===== config.mk =====
export PLATFORM = sky130hd
export DESIGN_NAME = decode_stage_hs_flat
export DESIGN_NICKNAME = d
export VERILOG_FILES = /design/src/rtl/decode_stage_hs_pkg.sv /design/src/rtl/decode_stage_hs_if.sv /design/src/rtl/decode_stage_hs_regfile_bypass.sv /design/src/rtl/decode_stage_hs.sv /design/src/flat_wrapper.sv
export SDC_FILE = /design/constraint.sdc
export NUM_CORES = 1
export LEC_CHECK = 0
export CAP_MARGIN = 20
export CORE_UTILIZATION = 45
export CTS_BUF_LIST = sky130_fd_sc_hd__clkbuf_8
export DETAILED_ROUTE_END_ITERATION = 10
export PLACE_DENSITY = 0.63
export SLEW_MARGIN = 15
export SYNTH_ARGS = -nofsm -noshare
export SYNTH_HDL_FRONTEND = slang
export SYNTH_HIERARCHICAL = 1
export SYNTH_SLANG_ARGS = --single-unit

===== constraint.sdc =====
create_clock -name clk -period 6.05 [get_ports clk]
set_clock_uncertainty 0.05 [all_clocks]
set_input_delay 1.21 -clock clk [delete_from_list [all_inputs] [get_ports clk]]
set_output_delay 1.21 -clock clk [all_outputs]
set_load 0.1 [all_outputs]

===== src/rtl/decode_stage_hs_pkg.sv =====
// rtl/decode_stage_hs_pkg.sv - decode field offsets, control decode and ID/EX bundle types
// Widths here are the CPU configuration; the module parameters default to them.
package decode_pkg;

  localparam int P_DATA_W  = 18;
  localparam int P_INSTR_W = 33;
  localparam int P_REG_AW  = 5;
  localparam int P_PC_W    = 18;
  localparam int P_IMM_W   = 12;
  localparam int P_RGB_W   = 2;

  localparam int INM_BIT = P_INSTR_W - 1;
  localparam int TIPO_LO = P_INSTR_W - 3;
  localparam int OP_LO   = P_INSTR_W - 5;
  localparam int RS1_LO  = OP_LO - P_REG_AW;
  localparam int RS2_LO  = RS1_LO - P_REG_AW;

  typedef enum logic [1:0] {
    IMM_SEXT   = 2'b00,
    IMM_ZEXT   = 2'b01,
    IMM_SEXT_D = 2'b10,
    IMM_ZERO   = 2'b11
  } imm_src_e;

  typedef struct packed {
    logic               reg_write;
    logic               alu_src;
    logic               mem_write;
    logic               result_src;
    logic               branch;
    logic [2:0]         alu_control;
    logic [P_RGB_W-1:0] rgb;
    imm_src_e           imm_src;
  } ctrl_t;

  typedef struct packed {
    logic                reg_write;
    logic                alu_src;
    logic                mem_write;
    logic                result_src;
    logic                branch;
    logic [2:0]          alu_control;
    logic [P_RGB_W-1:0]  rgb;
    logic [P_DATA_W-1:0] rd1;
    logic [P_DATA_W-1:0] rd2;
    logic [P_DATA_W-1:0] imm_ext;
    logic [P_REG_AW-1:0] rs1;
    logic [P_REG_AW-1:0] rs2;
    logic [P_REG_AW-1:0] rd;
    logic [P_PC_W-1:0]   pc;
    logic [P_PC_W-1:0]   pc_plus4;
  } ex_bundle_t;

  // tipo: 00 ALU, 01 load/store (op[0]=1 store), 10 branch, 11 colour op
  function automatic ctrl_t control_unit(input logic inm, input logic [1:0] tipo,
                                         input logic [1:0] op);
    ctrl_t c;
    c = '0;
    c.imm_src = IMM_SEXT;
    unique case (tipo)
      2'b00: begin
        c.reg_write   = 1'b1;
        c.alu_src     = inm;
        c.alu_control = {1'b0, op};
      end
      2'b01: begin
        c.alu_src    = 1'b1;
        c.reg_write  = ~op[0];
        c.result_src = ~op[0];
        c.mem_write  = op[0];
      end
      2'b10: begin
        c.branch      = 1'b1;
        c.alu_control = 3'b001;
        c.imm_src     = IMM_SEXT_D;
      end
      default: begin
        c.reg_write   = 1'b1;
        c.alu_src     = inm;
        c.alu_control = {1'b1, op};
        c.rgb         = P_RGB_W'(op);
        c.imm_src     = inm ? IMM_ZEXT : IMM_ZERO;
      end
    endcase
    return c;
  endfunction

endpackage


===== src/rtl/decode_stage_hs_if.sv =====
// rtl/decode_stage_hs_if.sv - fetch, writeback and ID/EX handshake bundle of the decode stage
interface decode_stage_hs_if #(
  parameter int DATA_W  = decode_pkg::P_DATA_W,
  parameter int INSTR_W = decode_pkg::P_INSTR_W,
  parameter int REG_AW  = decode_pkg::P_REG_AW,
  parameter int PC_W    = decode_pkg::P_PC_W,
  parameter int RGB_W   = decode_pkg::P_RGB_W
);
  logic               FlushE;
  logic               in_valid;
  logic               in_ready;
  logic [INSTR_W-1:0] InstrD;
  logic [PC_W-1:0]    PCD;
  logic [PC_W-1:0]    PCPlus4D;
  logic               RegWriteW;
  logic [REG_AW-1:0]  RDW;
  logic [DATA_W-1:0]  ResultW;
  logic               out_valid;
  logic               out_ready;
  logic               RegWriteE, ALUSrcE, MemWriteE, ResultSrcE, BranchE;
  logic [2:0]         ALUControlE;
  logic [RGB_W-1:0]   RGB_E;
  logic [DATA_W-1:0]  RD1_E, RD2_E, Imm_Ext_E;
  logic [REG_AW-1:0]  RS1_E, RS2_E, RD_E;
  logic [PC_W-1:0]    PCE, PCPlus4E;

  modport slave (
    input  FlushE, in_valid, InstrD, PCD, PCPlus4D, RegWriteW, RDW, ResultW, out_ready,
    output in_ready, out_valid, RegWriteE, ALUSrcE, MemWriteE, ResultSrcE, BranchE,
           ALUControlE, RGB_E, RD1_E, RD2_E, Imm_Ext_E, RS1_E, RS2_E, RD_E, PCE, PCPlus4E
  );

  modport master (
    output FlushE, in_valid, InstrD, PCD, PCPlus4D, RegWriteW, RDW, ResultW, out_ready,
    input  in_ready, out_valid, RegWriteE, ALUSrcE, MemWriteE, ResultSrcE, BranchE,
           ALUControlE, RGB_E, RD1_E, RD2_E, Imm_Ext_E, RS1_E, RS2_E, RD_E, PCE, PCPlus4E
  );
endinterface


===== src/rtl/decode_stage_hs_regfile_bypass.sv =====
// rtl/decode_stage_hs_regfile_bypass.sv - 2R1W register file with write-first read bypass
module regfile_bypass #(
  parameter int DATA_W   = 18,
  parameter int REG_AW   = 5,
  parameter int ZERO_REG = 1
) (
  input  logic              clk,
  input  logic              rst,
  input  logic              we_i,
  input  logic [REG_AW-1:0] wa_i,
  input  logic [DATA_W-1:0] wd_i,
  input  logic [REG_AW-1:0] ra1_i,
  input  logic [REG_AW-1:0] ra2_i,
  output logic [DATA_W-1:0] rd1_o,
  output logic [DATA_W-1:0] rd2_o
);
  localparam int NREGS = 2 ** REG_AW;

  logic [DATA_W-1:0] regs_q [NREGS];
  logic              wr_en;

  assign wr_en = we_i && !((ZERO_REG != 0) && (wa_i == '0));

  always_ff @(posedge clk or negedge rst) begin
    if (!rst) begin
      for (int i = 0; i < NREGS; i++) regs_q[i] <= '0;
    end else if (wr_en) begin
      regs_q[wa_i] <= wd_i;
    end
  end

  // Same-cycle WB data wins so the ID stage never sees a stale value
  assign rd1_o = ((ZERO_REG != 0) && (ra1_i == '0)) ? '0 :
                 (wr_en && (wa_i == ra1_i))         ? wd_i : regs_q[ra1_i];
  assign rd2_o = ((ZERO_REG != 0) && (ra2_i == '0)) ? '0 :
                 (wr_en && (wa_i == ra2_i))         ? wd_i : regs_q[ra2_i];
endmodule


===== src/rtl/decode_stage_hs.sv =====
// rtl/decode_stage_hs.sv - ID stage with load-use interlock, flush and ID/EX handshake register
module decode_stage_hs
  import decode_pkg::*;
#(
  parameter int DATA_W   = P_DATA_W,
  parameter int INSTR_W  = P_INSTR_W,
  parameter int REG_AW   = P_REG_AW,
  parameter int PC_W     = P_PC_W,
  parameter int IMM_W    = P_IMM_W,
  parameter int RGB_W    = P_RGB_W,
  parameter int ZERO_REG = 1
) (
  input logic              clk,
  input logic              rst,
  decode_stage_hs_if.slave bus
);
  logic [INSTR_W-1:0] instr;
  logic [REG_AW-1:0]  rs1, rs2;
  logic [DATA_W-1:0]  rd1, rd2, imm_ext;
  logic [PC_W-1:0]    pc, pc_plus4;
  logic               uses_rs2, hazard, in_ready, load;
  ctrl_t              ctrl;
  ex_bundle_t         ex_q, ex_d, ex_new;
  logic               valid_q, valid_d;

  assign instr    = bus.InstrD;
  assign pc       = bus.PCD;
  assign pc_plus4 = bus.PCPlus4D;
  assign rs1      = instr[RS1_LO +: REG_AW];
  assign rs2      = instr[RS2_LO +: REG_AW];
  assign uses_rs2 = ~instr[INM_BIT];
  assign ctrl     = control_unit(instr[INM_BIT], instr[TIPO_LO +: 2], instr[OP_LO +: 2]);

  regfile_bypass #(.DATA_W(DATA_W), .REG_AW(REG_AW), .ZERO_REG(ZERO_REG)) u_rf (
    .clk   (clk),
    .rst   (rst),
    .we_i  (bus.RegWriteW),
    .wa_i  (bus.RDW),
    .wd_i  (bus.ResultW),
    .ra1_i (rs1),
    .ra2_i (rs2),
    .rd1_o (rd1),
    .rd2_o (rd2)
  );

  always_comb begin
    imm_ext = '0;
    unique case (ctrl.imm_src)
      IMM_SEXT:   imm_ext = {{(DATA_W-IMM_W){instr[IMM_W-1]}}, instr[IMM_W-1:0]};
      IMM_ZEXT:   imm_ext = {{(DATA_W-IMM_W){1'b0}}, instr[IMM_W-1:0]};
      IMM_SEXT_D: imm_ext = instr[DATA_W-1:0];
      default:    imm_ext = '0;
    endcase
  end

  // A load in EX cannot forward its data yet; stall the dependent instruction one cycle
  assign hazard = valid_q && ex_q.result_src && ex_q.reg_write &&
                  ((ex_q.rd == rs1) || (uses_rs2 && (ex_q.rd == rs2))) &&
                  !((ZERO_REG != 0) && (ex_q.rd == '0));

  assign in_ready = (!valid_q || bus.out_ready) && !hazard && !bus.FlushE;
  assign load     = bus.in_valid && in_ready;

  always_comb begin
    ex_new             = '0;
    ex_new.reg_write   = ctrl.reg_write;
    ex_new.alu_src     = ctrl.alu_src;
    ex_new.mem_write   = ctrl.mem_write;
    ex_new.result_src  = ctrl.result_src;
    ex_new.branch      = ctrl.branch;
    ex_new.alu_control = ctrl.alu_control;
    ex_new.rgb         = RGB_W'(ctrl.rgb);
    ex_new.rd1         = rd1;
    ex_new.rd2         = rd2;
    ex_new.imm_ext     = imm_ext;
    ex_new.rs1         = rs1;
    ex_new.rs2         = rs2;
    ex_new.rd          = rs1;
    ex_new.pc          = pc;
    ex_new.pc_plus4    = pc_plus4;
  end

  always_comb begin
    ex_d    = ex_q;
    valid_d = valid_q;
    if (bus.FlushE) begin
      valid_d        = 1'b0;
      ex_d.reg_write = 1'b0;
      ex_d.mem_write = 1'b0;
      ex_d.branch    = 1'b0;
    end else if (load) begin
      ex_d    = ex_new;
      valid_d = 1'b1;
    end else if (bus.out_ready) begin
      valid_d = 1'b0;
      if (hazard) begin
        ex_d.reg_write = 1'b0;
        ex_d.mem_write = 1'b0;
        ex_d.branch    = 1'b0;
      end
    end
  end

  always_ff @(posedge clk or negedge rst) begin
    if (!rst) begin
      ex_q    <= '0;
      valid_q <= 1'b0;
    end else begin
      ex_q    <= ex_d;
      valid_q <= valid_d;
    end
  end

  assign bus.in_ready    = in_ready;
  assign bus.out_valid   = valid_q;
  assign bus.RegWriteE   = ex_q.reg_write;
  assign bus.ALUSrcE     = ex_q.alu_src;
  assign bus.MemWriteE   = ex_q.mem_write;
  assign bus.ResultSrcE  = ex_q.result_src;
  assign bus.BranchE     = ex_q.branch;
  assign bus.ALUControlE = ex_q.alu_control;
  assign bus.RGB_E       = ex_q.rgb;
  assign bus.RD1_E       = ex_q.rd1;
  assign bus.RD2_E       = ex_q.rd2;
  assign bus.Imm_Ext_E   = ex_q.imm_ext;
  assign bus.RS1_E       = ex_q.rs1;
  assign bus.RS2_E       = ex_q.rs2;
  assign bus.RD_E        = ex_q.rd;
  assign bus.PCE         = ex_q.pc;
  assign bus.PCPlus4E    = ex_q.pc_plus4;
endmodule


===== src/flat_wrapper.sv =====
// flat-port wrapper written by rule: the top's interface ports become plain ports
module decode_stage_hs_flat import decode_pkg::*;
#(
  parameter int DATA_W   = P_DATA_W,
  parameter int INSTR_W  = P_INSTR_W,
  parameter int REG_AW   = P_REG_AW,
  parameter int PC_W     = P_PC_W,
  parameter int IMM_W    = P_IMM_W,
  parameter int RGB_W    = P_RGB_W,
  parameter int ZERO_REG = 1
)
  (clk, rst, bus_FlushE, bus_in_valid, bus_InstrD, bus_PCD, bus_PCPlus4D, bus_RegWriteW, bus_RDW, bus_ResultW, bus_out_ready, bus_in_ready, bus_out_valid, bus_RegWriteE, bus_ALUSrcE, bus_MemWriteE, bus_ResultSrcE, bus_BranchE, bus_ALUControlE, bus_RGB_E, bus_RD1_E, bus_RD2_E, bus_Imm_Ext_E, bus_RS1_E, bus_RS2_E, bus_RD_E, bus_PCE, bus_PCPlus4E);
  decode_stage_hs_if #(.DATA_W(DATA_W), .INSTR_W(INSTR_W), .REG_AW(REG_AW), .PC_W(PC_W), .RGB_W(RGB_W)) bus_i ();
  input logic clk;
  input logic rst;
  input wire logic [$bits(bus_i.FlushE)-1:0] bus_FlushE;
  input wire logic [$bits(bus_i.in_valid)-1:0] bus_in_valid;
  input wire logic [$bits(bus_i.InstrD)-1:0] bus_InstrD;
  input wire logic [$bits(bus_i.PCD)-1:0] bus_PCD;
  input wire logic [$bits(bus_i.PCPlus4D)-1:0] bus_PCPlus4D;
  input wire logic [$bits(bus_i.RegWriteW)-1:0] bus_RegWriteW;
  input wire logic [$bits(bus_i.RDW)-1:0] bus_RDW;
  input wire logic [$bits(bus_i.ResultW)-1:0] bus_ResultW;
  input wire logic [$bits(bus_i.out_ready)-1:0] bus_out_ready;
  output wire logic [$bits(bus_i.in_ready)-1:0] bus_in_ready;
  output wire logic [$bits(bus_i.out_valid)-1:0] bus_out_valid;
  output wire logic [$bits(bus_i.RegWriteE)-1:0] bus_RegWriteE;
  output wire logic [$bits(bus_i.ALUSrcE)-1:0] bus_ALUSrcE;
  output wire logic [$bits(bus_i.MemWriteE)-1:0] bus_MemWriteE;
  output wire logic [$bits(bus_i.ResultSrcE)-1:0] bus_ResultSrcE;
  output wire logic [$bits(bus_i.BranchE)-1:0] bus_BranchE;
  output wire logic [$bits(bus_i.ALUControlE)-1:0] bus_ALUControlE;
  output wire logic [$bits(bus_i.RGB_E)-1:0] bus_RGB_E;
  output wire logic [$bits(bus_i.RD1_E)-1:0] bus_RD1_E;
  output wire logic [$bits(bus_i.RD2_E)-1:0] bus_RD2_E;
  output wire logic [$bits(bus_i.Imm_Ext_E)-1:0] bus_Imm_Ext_E;
  output wire logic [$bits(bus_i.RS1_E)-1:0] bus_RS1_E;
  output wire logic [$bits(bus_i.RS2_E)-1:0] bus_RS2_E;
  output wire logic [$bits(bus_i.RD_E)-1:0] bus_RD_E;
  output wire logic [$bits(bus_i.PCE)-1:0] bus_PCE;
  output wire logic [$bits(bus_i.PCPlus4E)-1:0] bus_PCPlus4E;
  assign bus_i.FlushE = bus_FlushE;
  assign bus_i.in_valid = bus_in_valid;
  assign bus_i.InstrD = bus_InstrD;
  assign bus_i.PCD = bus_PCD;
  assign bus_i.PCPlus4D = bus_PCPlus4D;
  assign bus_i.RegWriteW = bus_RegWriteW;
  assign bus_i.RDW = bus_RDW;
  assign bus_i.ResultW = bus_ResultW;
  assign bus_i.out_ready = bus_out_ready;
  assign bus_in_ready = bus_i.in_ready;
  assign bus_out_valid = bus_i.out_valid;
  assign bus_RegWriteE = bus_i.RegWriteE;
  assign bus_ALUSrcE = bus_i.ALUSrcE;
  assign bus_MemWriteE = bus_i.MemWriteE;
  assign bus_ResultSrcE = bus_i.ResultSrcE;
  assign bus_BranchE = bus_i.BranchE;
  assign bus_ALUControlE = bus_i.ALUControlE;
  assign bus_RGB_E = bus_i.RGB_E;
  assign bus_RD1_E = bus_i.RD1_E;
  assign bus_RD2_E = bus_i.RD2_E;
  assign bus_Imm_Ext_E = bus_i.Imm_Ext_E;
  assign bus_RS1_E = bus_i.RS1_E;
  assign bus_RS2_E = bus_i.RS2_E;
  assign bus_RD_E = bus_i.RD_E;
  assign bus_PCE = bus_i.PCE;
  assign bus_PCPlus4E = bus_i.PCPlus4E;
  decode_stage_hs #(.DATA_W(DATA_W), .INSTR_W(INSTR_W), .REG_AW(REG_AW), .PC_W(PC_W), .IMM_W(IMM_W), .RGB_W(RGB_W), .ZERO_REG(ZERO_REG)) u_core (.clk(clk), .rst(rst), .bus(bus_i));
endmodule

==> flow_summary.toml, run 1 <==
[status]
status = "finished, final reports clean"

[job]
cap_violations = 0

[logic_synthesis]
synth_ff_type = "dfrtp_1"
synth.area.mux_share = 0.397
syn_area_um2 = 35900
ys_warn_count = 6
synth_top_family_by_area = "multiplexers"
synth-seq-cells = 687
synth_compound_area_frac = 0.0513
synth_cell_types = 54
avgSynthCellArea_um2 = 14.1
synth_edf_count = 0
synthArstFlopShare = 1.00
synthAdderAreaFrac = 0.00174
seq_area_frac_synth = 0.479
synth-xor-area-share = 0.00488
synth_simple_gate_area_share = 0.0320
syn_nets = 2652
synthCells = 2549

[clocking]
clockRootBuffer = "clkbuf_8"
cts_tree = "yes"
cts.clk_slew.worst_paths_ns = 0.05
clock_latency_ns = 0.76
post_cts_buffers = 0
clock_path_buffers = 3
cts_resized = 0
cts_htree_levels = 3
cts_hold_buf = 0
cts.sinks = 687
cts_buffers = 118

[finish]
final_cell_mix = "687 x dfrtp_1, 668 x mux2_2, 210 x mux2i_1"
final_cell_count_no_fill = 3832
final_nets = 2790
layout_commonest_cell = "dfrtp_1"
layout-drive-gt1-share = 0.420
area_delta_synth_final_pct = 14.8
fillers = 6636

[sta]
final.period_utilization = 0.768
setup_tns_ns = 0
rsz0062_at_grt = "false"
hold_viol_final = 0
fmax_mhz = 215
layout_min_cycle_time_ns = 4.64
worst_pin_slew_ns = 1.16
final_max_slew_viol_count = 0
slew_headroom = 0.222
setup_viol = 0

[floorplan]
ioPinCount = 215
start_util = 0.455
core_area_um2 = 79000
dieWidth_um = 285
die_h_um = 285
num_rows = 103
die-area_um2 = 80900

[drt]
vias = 24000
dr.first_iter.drc_count = 2081
wl_per_cell_um = 28.6
antenna_left = 0
first_pass_iters = 5
via_per_inst = 6.26
drc = 0
drt-total-wl_um = 109000

[power]
power.leakage_nw = 18.0
powerDensity_nw_per_um2 = 351
ir_drop_mv = 0.394

[worst_setup_path]
worstPathArrival_ns = 3.38
cp-end-kind = "primary output"
critPathRequiredTime_ns = 4.79
path_max_fanout = 8
start_kind = "input port"
critical_path_class = "input port to primary output"

[place]
dp.cells = 3615
gp_congestion = 0.877
dp.final_hpwl_um = 68200
place.port_buffers = 214

[global_routing]
antenna_found_initial = 3
grt_start_max_net_pins = 171
grt_usage = 0.271
gr-total-overflow = 0
first_global_vias = 24700
grt_pass1_wl_um = 164000

[hold_path]
hold_class = "register to register"
[worst paths after layout]
path / to / cells after the start / from / slack (ns)
setup / recovery: bus_in_ready / 7 / bus_InstrD[26] / 1.41
hold / removal: u_core/u_rf/regs_q[567] / 0 / u_core/u_rf/regs_q[567] / 0.35
setup reg to reg: u_core/bus.ALUControlE[2] / 5 / u_core/bus.RD_E[0] / 3.41
hold reg to reg: u_core/u_rf/regs_q[567] / 0 / u_core/u_rf/regs_q[567] / 0.35
max in group asynchronous: u_core/bus.RD1_E[14] / 2 / rst / 4.08
min in group asynchronous: u_core/bus.ALUControlE[2] / 1 / rst / 0.42
[report_power, final]
group          internal [mW]  total [mW]  switching [mW]
clock                   2.24        4.17            1.93
sequential              5.48        6.17           0.688
combinational           1.76        4.12            2.36
[cell usage after synthesis, drive strengths merged (5+ instances only)]
master	n	area share
nand2	95	0.011
dfrtp	687	0.48
ha	5	0.0017
o22ai	86	0.015
buf	118	0.020
a22o	20	0.0049
mux2	698	0.22
mux4	185	0.12
o221ai	19	0.0046
nor3	12	0.0018
inv	8	0.00084
a21oi	20	0.0030
a211oi	17	0.0036
a32o	18	0.0050
nor2	62	0.0073
a22oi	18	0.0038
mux2i	210	0.059
clkbuf	137	0.014
nand3b	6	0.0013
o2111a	17	0.0053
a221o	10	0.0028
nand3	41	0.0057
xor2	8	0.0020
xnor2	12	0.0029
[sequential cells by signal, indices dropped and copies added, names as in the netlist, 5 cells and up]
signal and count:
u_core/bus.PCPlus4E 18, u_core/bus.Imm_Ext_E 18, u_core/bus.RD_E 5, u_core/bus.PCE 18, u_core/u_rf/regs_q 576, u_core/bus.RD1_E 18, u_core/bus.RS2_E 5, u_core/bus.RD2_E 18
[area by class of cell]
class / count / area (um^2) / share of cell area
timing repair buffer: 273 / 2750 / 0.0666
inverter: 8 / 30.0 / 0.000728
antenna: 2 / 5.00 / 0.000121
clock inverter: 61 / 277 / 0.00670
clock buffer: 152 / 2090 / 0.0507
tap: 1050 / 1310 / 0.0319
sequential: 687 / 17200 / 0.417
multi-input combinational: 1599 / 17600 / 0.426
[through the flow]
| step | setup WS [ns] | hold slack [ns] | instance area, um^2 | util | total power, mW |
|---|---|---|---|---|---|
| floorplan | 0.866 | 0.391 | 35900 | - | 9.05 |
| global placement | 1.40 | 0.328 | 38800 | 0.492 | 10.2 |
| detailed placement | 1.41 | 0.336 | 38800 | 0.492 | 10.3 |
| CTS | 1.40 | 0.349 | 41200 | 0.522 | 14.6 |
| global route | 1.27 | 0.360 | 41200 | 0.522 | 15.1 |
| finish | 1.41 | 0.345 | 41200 | 0.522 | 14.5 |
[kinds of logic (layout without fill, tap and decap cells)]
| group | count (synthesis) | count (layout) |
|---|---|---|
| AOI/OAI and AO/OA | 239 | 239 |
| muxes | 1093 | 1093 |
| adders and majority gates | 5 | 5 |
| buffers and inverters | 263 | 494 |
| xor gates and xnor gates | 20 | 20 |
| DFF | 687 | 687 |
| other | 0 | 2 |
| and+or+nand+nor | 242 | 242 |
[critical path, cell delays in order]
cell and delay (ns):
clkdlybuf4s50_1 0.77, xnor2_1 0.29, nand2_1 0.13, o32ai_4 0.13
and2_0 0.26, nor3_1 0.35, buf_12 0.22
[per-layer routing]
metal | global-route usage | routed length, um | up-vias
li1 | - | - | 9960
met1 | 0.359 | 44200 | 12700
met2 | 0.436 | 52400 | 1068
met3 | 0.0604 | 8680 | 242
met4 | 0.0985 | 4130 | 4
met5 | 0 | 22 | -
Note: power is estimated with default switching activity, not from simulation.
==> run 2: changes to the inputs <==
--- a/config.mk
+++ b/config.mk
@@ -9,7 +9,7 @@
 export CORE_UTILIZATION = 45
 export CTS_BUF_LIST = sky130_fd_sc_hd__clkbuf_8
 export DETAILED_ROUTE_END_ITERATION = 10
-export PLACE_DENSITY = 0.63
+export PLACE_DENSITY = 0.66
 export SLEW_MARGIN = 15
 export SYNTH_ARGS = -nofsm -noshare
 export SYNTH_HDL_FRONTEND = slang
==> constraint.sdc (replaced) <==
create_clock -name clk -period 3.95 [get_ports clk]
set_clock_uncertainty 0.05 [all_clocks]
set_input_delay 0.79 -clock clk [delete_from_list [all_inputs] [get_ports clk]]
set_output_delay 0.79 -clock clk [all_outputs]
set_load 0.1 [all_outputs]
==> run 2 against run 1 <==
Combinational power up 56%. Non-clock buffer count up 59. Cell area up 1.3%. Count of clock-buffer cells in the layout down 7. Global-route usage up 0.50 points. Power up 55%. Clock power up 56%. Flip-flop and latch count unchanged. Sequential share of layout area down 0.53 points. Hold slack better by 0.0041 ns. Utilization up 0.67 points.
==> flow_summary.toml, run 2 (synthesized netlist as in run 1, its figures left out) <==
[place]
gp_congestion = 0.937
dp.cells = 3675
place.port_buffers = 214
dp.final_hpwl_um = 73600

[worst_setup_path]
cp-end-kind = "primary output"
critPathSlowestCell = "clkdlybuf4s50_1"
rr_startpoint = "u_core/bus.RD_E[1]"
r2r_cells = 7
path_max_fanout = 10
critical_path_class = "input port to primary output"
path_cells = "clkdlybuf4s50_1, xnor2_1, nand2_1, o32ai_4, and2_0, nor3_2, buf_12"
critical_path.max_stage_delay_ns = 0.81
worstPathArrival_ns = 2.66
critPathRequiredTime_ns = 3.11
start_kind = "input port"
r2r_end = "u_core/bus.Imm_Ext_E[13]"
ff2ff_setup_slack_ns = 1.45

[finish]
area_delta_synth_final_pct = 16.3
multi_input_area_um2 = 17500
final-seq-area_um2 = 17200
final_cell_mix = "687 x dfrtp_1, 668 x mux2_2, 210 x mux2i_1"
layout_commonest_cell = "dfrtp_1"
largest_register_ffs = 576
final_nets = 2849
final_cell_count_no_fill = 3879
layout-drive-gt1-share = 0.432
fillers = 6581
top_register = "u_core/u_rf/regs_q"

[clocking]
cts_tree = "yes"
clock_path_buffers = 3
cts.clk_slew.worst_paths_ns = 0.06
clock_latency_ns = 0.76
clockRootBuffer = "clkbuf_8"
cts_resized = 0
cts_htree_levels = 3
cts_buffers = 118
cts.sinks = 687

[floorplan]
ioPinCount = 215
start_util = 0.455
num_rows = 103
core_area_um2 = 79000
die-area_um2 = 80900
die_h_um = 285
dieWidth_um = 285

[global_routing]
antenna_found_initial = 1
first_global_vias = 25400
grt_pass1_wl_um = 167000
grt_start_max_net_pins = 113
grt_usage = 0.276
gr-total-overflow = 0

[sta]
setup_viol = 0
layout_min_cycle_time_ns = 3.50
worst_pin_slew_ns = 1.09
final_max_slew_viol_count = 0
slew_headroom = 0.271
setup_tns_ns = 0
fmax_mhz = 286
rsz0062_at_grt = "false"
whs_ns = 0.349
final.period_utilization = 0.885
hold_viol_final = 0

[drt]
antenna_left = 0
dr.first_iter.drc_count = 1969
wl_per_cell_um = 28.7
via_per_inst = 6.23
drt-total-wl_um = 111000
first_pass_iters = 5
vias = 24200
drc = 0

[power]
powerDensity_nw_per_um2 = 535
power.leakage_nw = 18.3
power_mw = 22.4
ir_drop_mv = 0.649

[status]
status = "finished, final reports clean"

[hold_path]
whs_path_depth = 0
hold_class = "register to register"
min_from = "u_core/u_rf/regs_q[566]"
min_to = "u_core/u_rf/regs_q[566]"

[job]
cap_violations = 0
[run 2: power breakdown]
part           switching (mW)  total [mW]  internal [mW]
clock network            2.95        6.49           3.54
logic                    3.67        6.41           2.74
registers                1.07        9.46           8.39
total                    7.70        22.4           14.7
[run 2: repair_timing]
| action | CTS | global route |
|---|---|---|
| endpoints found under the hold margin | 47 | 0 |
| hold buffers | 1 | 0 |
| buffers inserted | 0 | 0 |
[run 2: worst max-delay path: cells and delay by family]
| family | cells | cell delay (ns) |
|---|---|---|
| buffers and inverters | 2 | 1.02 |
| AO/OA/AOI/OAI | 1 | 0.09 |
| AND/OR/NAND/NOR | 3 | 0.63 |
| XOR/XNOR | 1 | 0.14 |
[run 2: worst max-delay path by stage]
stage | from | endpoint | slack (ns) | cells after the start
detailed placement | bus_InstrD[26] | bus_in_ready | 0.48 | 7
global route | bus_InstrD[26] | bus_in_ready | 0.39 | 7
CTS | bus_InstrD[26] | bus_in_ready | 0.49 | 7
finish | bus_InstrD[26] | bus_in_ready | 0.45 | 7
floorplan | u_core/bus.RD_E[4] | bus_in_ready | 0.23 | 5
global placement | bus_InstrD[26] | bus_in_ready | 0.50 | 7
[run 2: layout make-up]
type                       count  area share
tap                         1050      0.0315
timing repair buffer         332      0.0804
inverter                       8    0.000719
clock buffer                 145      0.0478
antenna                        2    0.000120
sequential                   687       0.412
clock inverter                56     0.00875
multi-input combinational   1599       0.419
[run 2: routing by layer]
metal  vias up  global-route usage  routed length [um]
li1      10100                   -                   -
met1     12800               0.364               45900
met2      1025               0.445               53100
met3       225              0.0594                7880
met4         0               0.108                4380
met5         -                   0                   0
[run 2: stage by stage]
| step | util | area (um^2) | worst slack, ns |
|---|---|---|---|
| after global placement | 0.499 | 39400 | 0.505 |
| after floorplan | - | 35900 | 0.231 |
| after global routing | 0.529 | 41800 | 0.394 |
| after CTS | 0.529 | 41800 | 0.491 |
| final | 0.529 | 41800 | 0.455 |
| after detailed placement | 0.499 | 39400 | 0.479 |
